### src/rtl/cv32e40p_id_issue_ctrl_if.sv
// Handshake bundle between the ID issue sequencer and its neighbours:
// decoder classification, EX ready, LSU request/grant, multiplier and
// controller handshakes, plus the sequencer's status outputs.
interface cv32e40p_id_issue_ctrl_if #(
   parameter int CNT_W = 16
);
   logic             instr_valid_i;
   logic             illegal_insn_i;
   logic             sys_insn_i;
   logic             data_req_i;
   logic             mult_multicycle_i;
   logic             halt_id_i;
   logic             flush_i;
   logic             ex_ready_i;
   logic             lsu_gnt_i;
   logic             mult_ready_i;
   logic             sys_ack_i;
   logic             deassert_we_o;
   logic             id_valid_o;
   logic             id_ready_o;
   logic             lsu_req_o;
   logic             mult_start_o;
   logic             sys_req_o;
   logic             sys_illegal_o;
   logic             busy_o;
   logic [CNT_W-1:0] stall_cnt_o;

   // Driving side: decoder / pipeline environment
   modport master (
      output instr_valid_i, illegal_insn_i, sys_insn_i, data_req_i,
             mult_multicycle_i, halt_id_i, flush_i, ex_ready_i,
             lsu_gnt_i, mult_ready_i, sys_ack_i,
      input  deassert_we_o, id_valid_o, id_ready_o, lsu_req_o,
             mult_start_o, sys_req_o, sys_illegal_o, busy_o, stall_cnt_o
   );

   // Sequencer side
   modport slave (
      input  instr_valid_i, illegal_insn_i, sys_insn_i, data_req_i,
             mult_multicycle_i, halt_id_i, flush_i, ex_ready_i,
             lsu_gnt_i, mult_ready_i, sys_ack_i,
      output deassert_we_o, id_valid_o, id_ready_o, lsu_req_o,
             mult_start_o, sys_req_o, sys_illegal_o, busy_o, stall_cnt_o
   );
endinterface

### src/rtl/cv32e40p_id_issue_ctrl.sv
// ID-stage issue sequencer: decides when the decoded instruction leaves ID,
// sequences LSU grant waits, multi-cycle multiplies and sys/illegal hand-off
// to the controller, and drives the decoder's deassert_we.
// The interface instance must be created with the same CNT_W as this module.
module cv32e40p_id_issue_ctrl #(
   parameter int CNT_W      = 16,
   parameter bit MULT_MC_EN = 1'b1
) (
   input logic                     clk,
   input logic                     rst_n,
   cv32e40p_id_issue_ctrl_if.slave bus
);

   typedef enum logic [1:0] {
      RUN       = 2'd0,
      LSU_WAIT  = 2'd1,
      MULT_WAIT = 2'd2,
      SYS_WAIT  = 2'd3
   } state_e;

   state_e           state_reg, state_next;
   logic             grant_seen_reg, grant_seen_next;
   logic             sys_illegal_reg, sys_illegal_next;
   logic             busy_reg;
   logic [CNT_W-1:0] stall_cnt_reg;

   logic go;
   logic mult_mc;
   logic id_valid, id_ready, lsu_req, mult_start, sys_req;

   assign go      = bus.instr_valid_i & ~bus.halt_id_i & ~bus.flush_i;
   assign mult_mc = bus.mult_multicycle_i & MULT_MC_EN;

   // Next-state and Mealy issue/request outputs; flush overrides everything
   always_comb begin
      state_next       = state_reg;
      grant_seen_next  = grant_seen_reg;
      sys_illegal_next = sys_illegal_reg;
      id_valid         = 1'b0;
      id_ready         = 1'b0;
      lsu_req          = 1'b0;
      mult_start       = 1'b0;
      sys_req          = 1'b0;

      case (state_reg)
         RUN: begin
            if (go) begin
               if (bus.illegal_insn_i | bus.sys_insn_i) begin
                  sys_req          = 1'b1;
                  sys_illegal_next = bus.illegal_insn_i;
                  state_next       = SYS_WAIT;
               end else if (bus.data_req_i) begin
                  lsu_req = 1'b1;
                  if (bus.lsu_gnt_i & bus.ex_ready_i) begin
                     id_valid = 1'b1;
                     id_ready = 1'b1;
                  end else begin
                     // A grant that arrives while EX is busy must not be re-requested
                     grant_seen_next = bus.lsu_gnt_i;
                     state_next      = LSU_WAIT;
                  end
               end else if (mult_mc & bus.ex_ready_i) begin
                  mult_start = 1'b1;
                  id_valid   = 1'b1;
                  state_next = MULT_WAIT;
               end else begin
                  id_valid = bus.ex_ready_i;
                  id_ready = bus.ex_ready_i;
               end
            end
         end
         LSU_WAIT: begin
            lsu_req = ~grant_seen_reg;
            if ((bus.lsu_gnt_i | grant_seen_reg) & bus.ex_ready_i) begin
               id_valid        = 1'b1;
               id_ready        = 1'b1;
               grant_seen_next = 1'b0;
               state_next      = RUN;
            end else if (bus.lsu_gnt_i) begin
               grant_seen_next = 1'b1;
            end
         end
         MULT_WAIT: begin
            if (bus.mult_ready_i) begin
               id_ready   = 1'b1;
               state_next = RUN;
            end
         end
         SYS_WAIT: begin
            if (bus.sys_ack_i) begin
               id_ready         = 1'b1;
               sys_illegal_next = 1'b0;
               state_next       = RUN;
            end
         end
         default: state_next = RUN;
      endcase

      if (bus.flush_i) begin
         state_next       = RUN;
         grant_seen_next  = 1'b0;
         sys_illegal_next = 1'b0;
         id_valid         = 1'b0;
         id_ready         = 1'b0;
         lsu_req          = 1'b0;
         mult_start       = 1'b0;
         sys_req          = 1'b0;
      end
   end

   // State, registered status outputs and saturating stall counter
   always_ff @(posedge clk or negedge rst_n) begin
      if (!rst_n) begin
         state_reg       <= RUN;
         grant_seen_reg  <= 1'b0;
         sys_illegal_reg <= 1'b0;
         busy_reg        <= 1'b0;
         stall_cnt_reg   <= '0;
      end else begin
         state_reg       <= state_next;
         grant_seen_reg  <= grant_seen_next;
         sys_illegal_reg <= sys_illegal_next;
         busy_reg        <= (state_next != RUN);
         if (bus.instr_valid_i & ~id_ready & ~(&stall_cnt_reg))
            stall_cnt_reg <= stall_cnt_reg + CNT_W'(1);
      end
   end

   assign bus.deassert_we_o = ~go | (state_reg == SYS_WAIT) |
                              ((state_reg == RUN) & (bus.illegal_insn_i | bus.sys_insn_i));
   assign bus.id_valid_o    = id_valid;
   assign bus.id_ready_o    = id_ready;
   assign bus.lsu_req_o     = lsu_req;
   assign bus.mult_start_o  = mult_start;
   assign bus.sys_req_o     = sys_req;
   assign bus.sys_illegal_o = sys_illegal_reg;
   assign bus.busy_o        = busy_reg;
   assign bus.stall_cnt_o   = stall_cnt_reg;

endmodule

### src/flat_wrapper.sv
// flat-port wrapper written by rule: the top's interface ports become plain ports
module cv32e40p_id_issue_ctrl_flat 
#(
   parameter int CNT_W      = 16,
   parameter bit MULT_MC_EN = 1'b1
)
  (clk, rst_n, bus_instr_valid_i, bus_illegal_insn_i, bus_sys_insn_i, bus_data_req_i, bus_mult_multicycle_i, bus_halt_id_i, bus_flush_i, bus_ex_ready_i, bus_lsu_gnt_i, bus_mult_ready_i, bus_sys_ack_i, bus_deassert_we_o, bus_id_valid_o, bus_id_ready_o, bus_lsu_req_o, bus_mult_start_o, bus_sys_req_o, bus_sys_illegal_o, bus_busy_o, bus_stall_cnt_o);
  cv32e40p_id_issue_ctrl_if #(.CNT_W(CNT_W)) bus_i ();
  input logic clk;
  input logic rst_n;
  input wire logic [$bits(bus_i.instr_valid_i)-1:0] bus_instr_valid_i;
  input wire logic [$bits(bus_i.illegal_insn_i)-1:0] bus_illegal_insn_i;
  input wire logic [$bits(bus_i.sys_insn_i)-1:0] bus_sys_insn_i;
  input wire logic [$bits(bus_i.data_req_i)-1:0] bus_data_req_i;
  input wire logic [$bits(bus_i.mult_multicycle_i)-1:0] bus_mult_multicycle_i;
  input wire logic [$bits(bus_i.halt_id_i)-1:0] bus_halt_id_i;
  input wire logic [$bits(bus_i.flush_i)-1:0] bus_flush_i;
  input wire logic [$bits(bus_i.ex_ready_i)-1:0] bus_ex_ready_i;
  input wire logic [$bits(bus_i.lsu_gnt_i)-1:0] bus_lsu_gnt_i;
  input wire logic [$bits(bus_i.mult_ready_i)-1:0] bus_mult_ready_i;
  input wire logic [$bits(bus_i.sys_ack_i)-1:0] bus_sys_ack_i;
  output wire logic [$bits(bus_i.deassert_we_o)-1:0] bus_deassert_we_o;
  output wire logic [$bits(bus_i.id_valid_o)-1:0] bus_id_valid_o;
  output wire logic [$bits(bus_i.id_ready_o)-1:0] bus_id_ready_o;
  output wire logic [$bits(bus_i.lsu_req_o)-1:0] bus_lsu_req_o;
  output wire logic [$bits(bus_i.mult_start_o)-1:0] bus_mult_start_o;
  output wire logic [$bits(bus_i.sys_req_o)-1:0] bus_sys_req_o;
  output wire logic [$bits(bus_i.sys_illegal_o)-1:0] bus_sys_illegal_o;
  output wire logic [$bits(bus_i.busy_o)-1:0] bus_busy_o;
  output wire logic [$bits(bus_i.stall_cnt_o)-1:0] bus_stall_cnt_o;
  assign bus_i.instr_valid_i = bus_instr_valid_i;
  assign bus_i.illegal_insn_i = bus_illegal_insn_i;
  assign bus_i.sys_insn_i = bus_sys_insn_i;
  assign bus_i.data_req_i = bus_data_req_i;
  assign bus_i.mult_multicycle_i = bus_mult_multicycle_i;
  assign bus_i.halt_id_i = bus_halt_id_i;
  assign bus_i.flush_i = bus_flush_i;
  assign bus_i.ex_ready_i = bus_ex_ready_i;
  assign bus_i.lsu_gnt_i = bus_lsu_gnt_i;
  assign bus_i.mult_ready_i = bus_mult_ready_i;
  assign bus_i.sys_ack_i = bus_sys_ack_i;
  assign bus_deassert_we_o = bus_i.deassert_we_o;
  assign bus_id_valid_o = bus_i.id_valid_o;
  assign bus_id_ready_o = bus_i.id_ready_o;
  assign bus_lsu_req_o = bus_i.lsu_req_o;
  assign bus_mult_start_o = bus_i.mult_start_o;
  assign bus_sys_req_o = bus_i.sys_req_o;
  assign bus_sys_illegal_o = bus_i.sys_illegal_o;
  assign bus_busy_o = bus_i.busy_o;
  assign bus_stall_cnt_o = bus_i.stall_cnt_o;
  cv32e40p_id_issue_ctrl #(.CNT_W(CNT_W), .MULT_MC_EN(MULT_MC_EN)) u_core (.clk(clk), .rst_n(rst_n), .bus(bus_i));
endmodule
### config.mk
export PLATFORM = sky130hd
export DESIGN_NAME = cv32e40p_id_issue_ctrl_flat
export DESIGN_NICKNAME = d
export VERILOG_FILES = /design/src/rtl/cv32e40p_id_issue_ctrl_if.sv /design/src/rtl/cv32e40p_id_issue_ctrl.sv /design/src/flat_wrapper.sv
export SDC_FILE = /design/constraint.sdc
export NUM_CORES = 1
export LEC_CHECK = 0
export BUFFER_PORTS_ARGS = -buffer_cell sky130_fd_sc_hd__buf_2
export CORE_ASPECT_RATIO = 0.8
export CORE_MARGIN = 1.5
export CORE_UTILIZATION = 49
export CTS_BUF_LIST = sky130_fd_sc_hd__clkbuf_16
export CTS_CLUSTER_SIZE = 14
export DETAILED_ROUTE_END_ITERATION = 7
export PLACE_DENSITY = 0.82
export REMOVE_ABC_BUFFERS = 1
export SYNTH_ARGS = -nofsm -noshare
export SYNTH_HDL_FRONTEND = slang
export SYNTH_SLANG_ARGS = --single-unit
### constraint.sdc
create_clock -name clk -period 2.4 [get_ports clk]
set_input_delay 0.12 -clock clk [delete_from_list [all_inputs] [get_ports clk]]
set_output_delay 0.12 -clock clk [all_outputs]
set_load 0.01 [all_outputs]
After elaboration in Yosys (flattened, before gate mapping). Index checks and enable logic that the tools add are counted.

Latch bits: 0. ROM bits: 0. RAM bits: 0. Memories: 0. Bits in registers: 21.

Equality and inequality tests: 10. Shift-type cells: 0. Muxes and demuxes: 54. Reductions and logical operators: 7. Bitwise logic cells: 18. Add/subtract/negate cells: 1. Divide/modulo/power cells: 0. $lt $le $gt $ge: 0. Multiply operators: 0.

Operators by type and width (number): 2-to-1 mux 1 bit (39); 2-to-1 mux 2 bit (9); adder 16 x 1 -> 16 bit, second input constant (1); AND reduction 16 bit (1); inequality test 3 bit, second input constant (4); AND 1 bit (8); case mux 1 bit (2 select lines) (4); case mux 2 bit (4 select lines) (1); inequality test 3 x 2 -> 1 bit, second input constant (2); NOT 1 bit (6); AND reduction 6 bit (1); nonzero test 3 bit (2); equality test 2 bit, second input constant (2); inequality test 4 x 3 -> 1 bit, second input constant (1); OR 1 bit (4); case mux 1 bit (4 select lines) (1); AND reduction 4 bit (1); equality test 2 x 1 -> 1 bit, second input constant (1); zero test 2 bit (1); nonzero test 2 bit (1).

Longest topological paths before layout. Gate-level depths: netlist of run 1.

Depth after elaboration: 10. Gate-level depth with buffers: 7. Gate-level depth less buffers: 6.

Least setup slack after synthesis of run 1. OpenSTA, ideal clock, no wires.

Path type: register -> register. From: register u_core.stall_cnt_reg[0] (netlist: u_core.bus.stall_cnt_o[0]). To: register u_core.stall_cnt_reg[1] (netlist: u_core.bus.stall_cnt_o[1]). Slack: 437 ps. Stages on the path, launching flop included: 7. Arrival: 1836 ps. Period minus slack after synthesis: 1963 ps. Setup time: 128 ps. Buffers on the path: 1. Cells stage by stage: dfrtp_1 ha_1 nand4_2 or4_1 buf_2 nand2b_2 mux2_1.

Longest elaborated chain between the ends: 3.

RTL lines: start: declaration (RTL line cv32e40p_id_issue_ctrl.sv:25) `logic [CNT_W-1:0] stall_cnt_reg;`; start signal: assignment (RTL line cv32e40p_id_issue_ctrl.sv:125) `stall_cnt_reg <= stall_cnt_reg + CNT_W'(1);`; branches (longest 3 deep; another with adder 16 x 1 -> 16 bit).

Several ways; the timed one is not identified. A chain may end at the register's enable or synchronous reset.

Worst setup path in the final report of run 1.
From: register u_core.state_reg[1]. To: register u_core.stall_cnt_reg[1] (netlist: u_core.bus.stall_cnt_o[1]).

Longest elaborated chain between the ends: 6.

RTL lines: start: declaration (RTL line cv32e40p_id_issue_ctrl.sv:21) `state_e state_reg, state_next;`; start signal: assignment (RTL line cv32e40p_id_issue_ctrl.sv:120) `state_reg <= state_next;`; equality test 2 bit (tied with other cells) (RTL line cv32e40p_id_issue_ctrl.sv:45) `case (state_reg)`; case mux 1 bit (4 select lines) * (RTL line cv32e40p_id_issue_ctrl.sv:45); 2-to-1 mux 1 bit * (RTL line cv32e40p_id_issue_ctrl.sv:99) `if (bus.flush_i) begin`; NOT 1 bit * (RTL line cv32e40p_id_issue_ctrl.sv:124) `if (bus.instr_valid_i & ~id_ready & ~(&stall_cnt_reg))`; AND 1 bit * (2 in series) (RTL line cv32e40p_id_issue_ctrl.sv:124).

Every way passes the cells marked *; elsewhere a longest branch is shown, timed or not.

==> results of run 1 <==
[cells in the final DEF, fill, tap and decap left out, drive strengths merged, types with 3 or more instances in the layout]
cell and instances:
clkbuf 3, nand3 8, buf 36, a21oi 4
dfrtp 21, nand2 13, xor2 12, nand4 7
inv 4, o21ai 3, nor3 8, nor2 18
[kinds of logic after synthesis]
group,Yosys count,share of synthesized area (%)
adders and majority gates,1,0.988
buffers and inverters,8,3.26
DFF,21,41.5
muxes,3,2.57
and+or+nand+nor,66,28.4
AOI/OAI and AO/OA,20,13.6
xor gates and xnor gates,14,9.68
[final timing paths]
kind	start	depth (start not counted)	endpoint	slack, ns
min in group asynchronous	rst_n	2	u_core.bus.sys_illegal_o	0.37
min	bus_flush_i	2	u_core.bus.sys_illegal_o	0.16
max	u_core.state_reg[1]	5	u_core.bus.stall_cnt_o[1]	0.17
max reg2reg	u_core.state_reg[1]	5	u_core.bus.stall_cnt_o[1]	0.17
max in group asynchronous	rst_n	2	u_core.bus.stall_cnt_o[2]	1.71
min reg2reg	u_core.bus.stall_cnt_o[15]	1	u_core.bus.stall_cnt_o[15]	0.50
[per-stage QoR]
stage / cells / hold WS (ns) / setup slack, ns / util [%]
6_report: 206 / 0.158 / 0.165 / 63.7
5_1_grt: 206 / 0.165 / 0.0619 / 63.7
4_1_cts: 206 / 0.152 / 0.200 / 63.7
3_5_place_dp: 201 / 0.104 / 0.225 / 60.0
3_3_place_gp: 201 / 0.0925 / 0.349 / 60.0
2_1_floorplan: 129 / -0.176 / 0.426 / -
[power breakdown]
| group | internal, W | switching [W] |
|---|---|---|
| clock | 0.000223 | 0.000122 |
| combinational | 0.000159 | 0.000198 |
| sequential | 0.000442 | 0.000129 |
| total | 0.000824 | 0.000449 |
[synth_stat cells]
master,number,area [µm²]
dfrtp_1,21,526
nor2_1,18,67.6
nand2_1,13,48.8
xor2_1,12,105
nand3_1,8,40.0
nor3_1,8,40.0
nand4_1,6,37.5
a21oi_1,4,20.0
inv_1,4,15.0
buf_2,3,15.0
a21boi_0,2,15.0
a31oi_1,2,12.5
mux2_1,2,22.5
nand3b_1,2,15.0
o21ai_0,2,10.0
xnor2_1,2,17.5
a211oi_1,1,7.51
a31o_2,1,8.76
and2_1,1,6.26
buf_6,1,11.3
ha_1,1,12.5
mux2i_1,1,10.0
nand2b_1,1,6.26
nand2b_2,1,8.76
nand4_2,1,12.5
nor2b_1,1,6.26
nor3b_1,1,7.51
nor3b_2,1,12.5
nor4_4,1,21.3
nor4b_2,1,15.0
o2111ai_2,1,15.0
o211a_1,1,10.0
o21ai_1,1,5.00
o2bb2ai_1,1,8.76
o311a_1,1,10.0
o311ai_4,1,26.3
o31ai_1,1,7.51
o41ai_2,1,16.3
or2_2,1,6.26
or4_1,1,7.51
[what timing repair did]
action / in CTS / in global routing
hold buffers: 1 / 0
resized for setup: 0 / 0
endpoints found under the hold margin: 21 / 0
[final cells by class]
cell class / count / area (µm²)
sequential: 21 / 526
clock buffer: 3 / 75.1
inverter: 4 / 15.0
tap: 36 / 45.0
fill: 199 / 887
clock inverter: 1 / 5.00
multi-input combinational: 104 / 699
timing repair buffer: 37 / 190
[layer usage]
metal  track usage, %  up-vias  part of all wire, %
li1                 -      549                    -
met1             30.3      566                   45
met2             32.8       58                   48
met3             4.01        2                  6.5
met4             6.30        0                 0.61
met5                0        -                    0
[worst max-delay path, stage by stage (launching register included)]
cell and delay (ns):
dfrtp_1 0.56, nand2_1 0.14, o211a_1 0.21, o311ai_4 0.62, nand2b_2 0.27, mux2_1 0.32
==> reports/metrics.yaml, run 1 <==
status: "completed"
grt_max_degree: 22
syn_area_per_cell_um2: 9.52
clockBufferDepth: 2
maxSlewHeadroom_pct: 55.6
critPathKind: "flop to flop"
boundaryPins: 37
synth.yosys.seq_area_share_pct: 41.5
maxCapViolations: 0
clock_latency_ns: 0.25
synth_cells: 133
hp-class: "primary input to flop"
worstPathArrival_ns: 2.37
drt_first_pass_iters: 4
finalSetupViolations: 0
required_ns: 2.53
ant_nets: 0
h-tree-depth: 1
nNetsFinal: 185
area_growth_syn_to_layout_pct: 22.8
gp_congestion: 0.843
final.period_utilization_pct: 93.1
stdcell_area_um2: 1560
critPathMaxFanout: 15
grt_usage_pct: 21.3
num_rows: 16
synthDistinctLibCells: 40
p_leak_nw: 0.722
cts_tree: "yes"
die_area_um2: 2900
core_area_um2: 2440
tightestPinTransition_ns: 0.665
skew_ns: 0.00133
synth-seq-cells: 21
die_w_um: 59.8
wl_per_cell_um: 14.3
fin_setup_tns_ns: 0
fp.dieH_um: 48.5
wirelength_mm: 2.96
rsz0062_at_grt: "no"
drc: 0
route.vias.total: 1175
clkTransAtPathRegs_ns: 0.06
postCtsSetupBuffers: 0
finalMaxSlewViolations: 0
synth_area_um2: 1270
grt.overflow.total: 0
power_w: 0.00127
cts_buffers: 3
vias_per_cell: 5.70
antenna_found_initial: 0
final_hold_viol_count: 0
drive_gt1_share_pct: 29.4
irDropWorstVdd_mv: 0.880
yosysWarningCount: 0
critPathLaunchType: "flop"
placed_area_um2: 1470
cts_sinks: 21
power_density_nw_per_um2: 819
cp-end-kind: "flop"
fmax_ghz: 0.447
hpwl_mm: 2.18
min_period_ns: 2.23
diodes: 0
port_buffers: 36
grt_pass1_wl_mm: 4.80
start_util_pct: 51.8
largest_register_ffs: 16
drtIter0Drc: 91
cts-root-buf: "clkbuf_16"
grt_pass1_vias: 1092
(Power assumes the default switching activity.)
==> run 2, diff against run 1 <==
--- a/config.mk
+++ b/config.mk
@@ -7,7 +7,7 @@
 export LEC_CHECK = 0
 export BUFFER_PORTS_ARGS = -buffer_cell sky130_fd_sc_hd__buf_2
 export CORE_ASPECT_RATIO = 0.8
-export CORE_MARGIN = 1.5
+export CORE_MARGIN = 2
 export CORE_UTILIZATION = 49
 export CTS_BUF_LIST = sky130_fd_sc_hd__clkbuf_16
 export CTS_CLUSTER_SIZE = 14
==> run 2 against run 1 <==
Clock skew is 0.0031 ns higher. Register-to-register slack better by 0.08 ns. Utilization stayed put. Largest power group unchanged.
==> reports/metrics.yaml, run 2 (synthesis gave the netlist of run 1 again) <==
min_period_ns: 2.15
worstPathArrival_ns: 2.28
grt_pass1_vias: 1135
drc: 0
drt_first_pass_iters: 4
critPathKind: "flop to flop"
skew_ns: 0.00442
multiInputGateArea_um2: 699
worstSetupStartpoint: "u_core.state_reg[1]"
nNetsFinal: 185
combPwrFrac_pct: 28.0
fin_util_pct: 63.7
die_w_um: 60.8
fmax_ghz: 0.465
cp-end-kind: "flop"
clockBufferDepth: 2
maxSlewHeadroom_pct: 58.5
hold_path.startpoint: "bus_flush_i"
crit_family: "compound AO/OA/AOI/OAI gates"
grt_usage_pct: 21.5
cts-root-buf: "clkbuf_16"
power_density_nw_per_um2: 820
hpwl_mm: 2.19
grt_pass1_wl_mm: 4.98
crit_chain: "nand2_1 > o211a_1 > o311ai_4 > nand2b_2 > mux2_1"
diodes: 0
port_buffers: 36
finalMaxSlewViolations: 0
cts_buffers: 3
core_area_um2: 2440
worst_path_max_delay_cell: "o311ai_4"
boundaryPins: 37
clkTransAtPathRegs_ns: 0.06
num_rows: 16
route.vias.total: 1154
fill_cells: 221
largest_register_ffs: 16
critPathLaunchType: "flop"
finalSetupViolations: 0
antenna_found_initial: 0
grt_max_degree: 22
clockPowerShare_pct: 27.0
wirelength_mm: 2.99
rsz0062_at_grt: "no"
wl_per_cell_um: 14.5
sequentialPowerShare_pct: 45.0
final_cell_mix: "buf_2, dfrtp_1, nor2_1"
required_ns: 2.53
cts_sinks: 21
area_growth_syn_to_layout_pct: 22.8
critPathMaxFanout: 15
switching_share_pct: 35.4
fin_setup_tns_ns: 0
p_leak_nw: 0.722
maxCapViolations: 0
hp-class: "primary input to flop"
tightestPinTransition_ns: 0.621
final_common_cell: "buf_2"
final.period_utilization_pct: 89.6
vias_per_cell: 5.60
drive_gt1_share_pct: 29.4
cts_tree: "yes"
clock_latency_ns: 0.25
p_int_w: 0.000824
cts_resized: 0
final_hold_viol_count: 0
start_util_pct: 51.8
fp.dieH_um: 49.5
drtIter0Drc: 60
crit_buf_inv: 0
r2r_setup_slack_ns: 0.25
r2r_start: "u_core.state_reg[1]"
switchingPower_w: 0.000452
seqCellArea_um2: 526
h-tree-depth: 1
status: "completed"
die_area_um2: 3010
gp_congestion: 0.866
slowest_delay_ns: 0.59
irDropWorstVdd_mv: 0.558
ant_nets: 0
grt.overflow.total: 0
run 2: cell counts in the layout (fill, tap and decap cells not counted):
Identical to the previous run, type by type.
run 2: stage by stage:
| stage | hold WS (ns) | setup WS [ns] | power (W) | cells | area [µm²] |
|---|---|---|---|---|---|
| global placement | 0.0904 | 0.354 | 0.000905 | 201 | 1470 |
| CTS | 0.158 | 0.255 | 0.00129 | 206 | 1560 |
| detailed placement | 0.104 | 0.300 | 0.000930 | 201 | 1470 |
| floorplan | -0.176 | 0.426 | 0.000761 | 129 | 1240 |
| finish | 0.163 | 0.249 | 0.00128 | 206 | 1560 |
| global route | 0.193 | 0.134 | 0.00135 | 206 | 1560 |
run 2: power by group through the flow:
stage | combinational, W | sequential (W) | clock [W]
floorplan | 0.000166 | 0.000595 | 0
global placement | 0.000341 | 0.000564 | 0
detailed placement | 0.000355 | 0.000575 | 0
CTS | 0.000362 | 0.000574 | 0.000351
global route | 0.000396 | 0.000592 | 0.000366
finish | 0.000358 | 0.000574 | 0.000344
run 2: timing repair:
item	4_1_cts	5_1_grt
hold endpoints to repair	21	0
hold buffers	1	0
buffers inserted	0	0
run 2: layout make-up:
type	count	share of cell area, %
Multi-Input combinational cell	104	45.0
Clock inverter	1	0.322
Clock buffer	3	4.83
Inverter	4	0.965
Tap cell	36	2.90
Timing Repair Buffer	37	12.2
Sequential cell	21	33.8
run 2: layer usage:
layer	part of all wire [%]	up-vias	wire (µm)	global-route usage, %
li1	-	552	-	-
met1	44	551	1320	30.5
met2	49	45	1470	34.1
met3	5.8	6	175	5.51
met4	0.97	0	29	2.90
met5	0	-	0	0
run 2: worst paths after layout:
path	to	cells past startpoint
max in group asynchronous	u_core.bus.busy_o	2
hold / removal	u_core.bus.sys_illegal_o	2
hold reg to reg	u_core.bus.stall_cnt_o[15]	1
setup / recovery	u_core.bus.stall_cnt_o[1]	5
setup reg to reg	u_core.bus.stall_cnt_o[1]	5
min in group asynchronous	u_core.bus.stall_cnt_o[12]	2
==> run 3, diff against run 2 <==
--- a/config.mk
+++ b/config.mk
@@ -12,7 +12,7 @@
 export CTS_BUF_LIST = sky130_fd_sc_hd__clkbuf_16
 export CTS_CLUSTER_SIZE = 14
 export DETAILED_ROUTE_END_ITERATION = 7
-export PLACE_DENSITY = 0.82
+export PLACE_DENSITY_LB_ADDON = 0.1
 export REMOVE_ABC_BUFFERS = 1
 export SYNTH_ARGS = -nofsm -noshare
 export SYNTH_HDL_FRONTEND = slang
==> constraint.sdc (replaced) <==
create_clock -name clk -period 2.5 [get_ports clk]
set_input_delay 0.125 -clock clk [delete_from_list [all_inputs] [get_ports clk]]
set_output_delay 0.125 -clock clk [all_outputs]
set_load 0.01 [all_outputs]
==> run 3 against run 2 <==
Count of clock-buffer cells in the layout unchanged. Critical path type unchanged. Largest cell class unchanged. Flip-flop and latch count unchanged. Critical endpoint unchanged. Critical path depth down 1. Global-route usage down 1.3 points. Non-clock buffer count unchanged. Total power down 5.3%. Utilization unchanged. Sequential share of layout area unchanged. Register-to-register slack better by 0.16 ns. Final cell count unchanged.
==> reports/metrics.yaml, run 3 (synthesis gave the netlist of run 1 again) <==
cts_resized: 0
clkTransAtPathRegs_ns: 0.06
dp_slack_ns: 0.412
skew_ns: 0.00522
r2r_cells: 4
die_area_um2: 3010
crit_buf_inv: 0
largest_register_ffs: 16
wirelength_mm: 2.68
status: "completed"
min_period_ns: 2.09
drive_gt1_share_pct: 29.4
cp-end-kind: "flop"
cts-root-buf: "clkbuf_16"
diodes: 0
dp.cells: 201
critPathKind: "flop to flop"
worst_path_max_delay_cell: "o311ai_4"
p_leak_nw: 0.722
fin_setup_tns_ns: 0
fin_cells: 206
boundaryPins: 37
final_common_cell: "buf_2"
fmax_ghz: 0.479
maxSlewHeadroom_pct: 59.0
wl_per_cell_um: 13.0
hpwl_mm: 2.10
endpoint: "u_core.bus.stall_cnt_o[1]"
port_buffers: 36
finalMaxSlewViolations: 0
gp_congestion: 0.828
cts_tree: "yes"
crit_chain: "o211a_1 > o311ai_4 > nand2b_2 > mux2_1"
grt_pass1_wl_mm: 4.66
hp-class: "primary input to flop"
worstSetupStartpoint: "u_core.state_reg[1]"
r2r-end: "u_core.bus.stall_cnt_o[1]"
required_ns: 2.64
r2r_start: "u_core.state_reg[1]"
r2r_setup_slack_ns: 0.41
area_growth_syn_to_layout_pct: 22.8
drt_first_pass_iters: 5
num_rows: 16
setup_ws_ns: 0.413
tightestPinTransition_ns: 0.613
critPathMaxFanout: 15
maxCapViolations: 0
final.period_utilization_pct: 83.5
fp.dieH_um: 49.5
vias_per_cell: 5.36
start_util_pct: 51.8
clock_latency_ns: 0.25
power_density_nw_per_um2: 777
final_hold_viol_count: 0
rsz0062_at_grt: "no"
cts_sinks: 21
clockBufferDepth: 2
crit_family: "compound AO/OA/AOI/OAI gates"
h-tree-depth: 1
whs_ns: 0.168
finalSetupViolations: 0
cts_buffers: 3
nNetsFinal: 185
cp.depth: 4
worstPathArrival_ns: 2.22
drc: 0
grt_max_degree: 22
route.vias.total: 1104
drtIter0Drc: 46
core_area_um2: 2440
grt_usage_pct: 20.2
irDropWorstVdd_mv: 0.611
final_cell_mix: "buf_2, dfrtp_1, nor2_1"
die_w_um: 60.8
ant_nets: 0
slowest_delay_ns: 0.58
critPathLaunchType: "flop"
grt.overflow.total: 0
grt_pass1_vias: 1007
antenna_found_initial: 0
-- run 3: cell counts in the layout (fill, tap and decap cells not counted) --
Identical to the previous run, type by type.
-- run 3: per-stage QoR --
step / cell area [µm²] / utilization, % / power, W
6_report: 1560 / 63.7 / 0.00121
4_1_cts: 1560 / 63.7 / 0.00123
3_5_place_dp: 1470 / 60.0 / 0.000885
2_1_floorplan: 1240 / - / 0.000730
5_1_grt: 1560 / 63.7 / 0.00129
3_3_place_gp: 1470 / 60.0 / 0.000875
-- run 3: report_power, final --
group          switching [W]  total, W  internal [W]  leakage [nW]
Sequential          0.000119  0.000544      0.000424         0.259
Combinational       0.000185  0.000336      0.000151         0.421
Clock               0.000114  0.000329      0.000214        0.0409
-- run 3: cell type report --
type                    instances  area [µm²]
flip-flops and latches         21         526
fillers                       206         887
multi-input cells             104         699
repair buffers                 37         190
inverters                       4        15.0
clock buffers                   3        75.1
clock inverters                 1        5.00
well taps                      36        45.0
-- run 3: worst min path at each step --
stage                start                   endpoint  slack [ns]  depth (start not counted)
5_1_grt        bus_flush_i   u_core.bus.sys_illegal_o        0.17                          2
4_1_cts        bus_flush_i   u_core.bus.sys_illegal_o        0.16                          2
6_report       bus_flush_i   u_core.bus.sys_illegal_o        0.17                          2
2_1_floorplan        rst_n          u_core.bus.busy_o       -0.17                          0
3_3_place_gp         rst_n   u_core.bus.sys_illegal_o         0.1                          1
3_5_place_dp         rst_n  u_core.bus.stall_cnt_o[9]        0.11                          1
-- run 3: repair_timing --
action | in CTS | in global routing
hold buffers | 1 | 0
hold endpoints to repair | 21 | 0
setup buffers | 0 | 0
-- run 3: metal layers --
| layer | GRT usage, % | vias up | wire length (µm) |
|---|---|---|---|
| li1 | - | 550 | - |
| met1 | 30.9 | 521 | 1340 |
| met2 | 29.0 | 31 | 1210 |
| met3 | 4.72 | 2 | 117 |
| met4 | 4.35 | 0 | 10 |
| met5 | 0 | - | 0 |
-- run 3: worst reg2reg max path, cell delays in order (launching register included) --
cell,delay (ns)
dfrtp_1,0.49
o211a_1,0.32
o311ai_4,0.58
nand2b_2,0.26
mux2_1,0.32
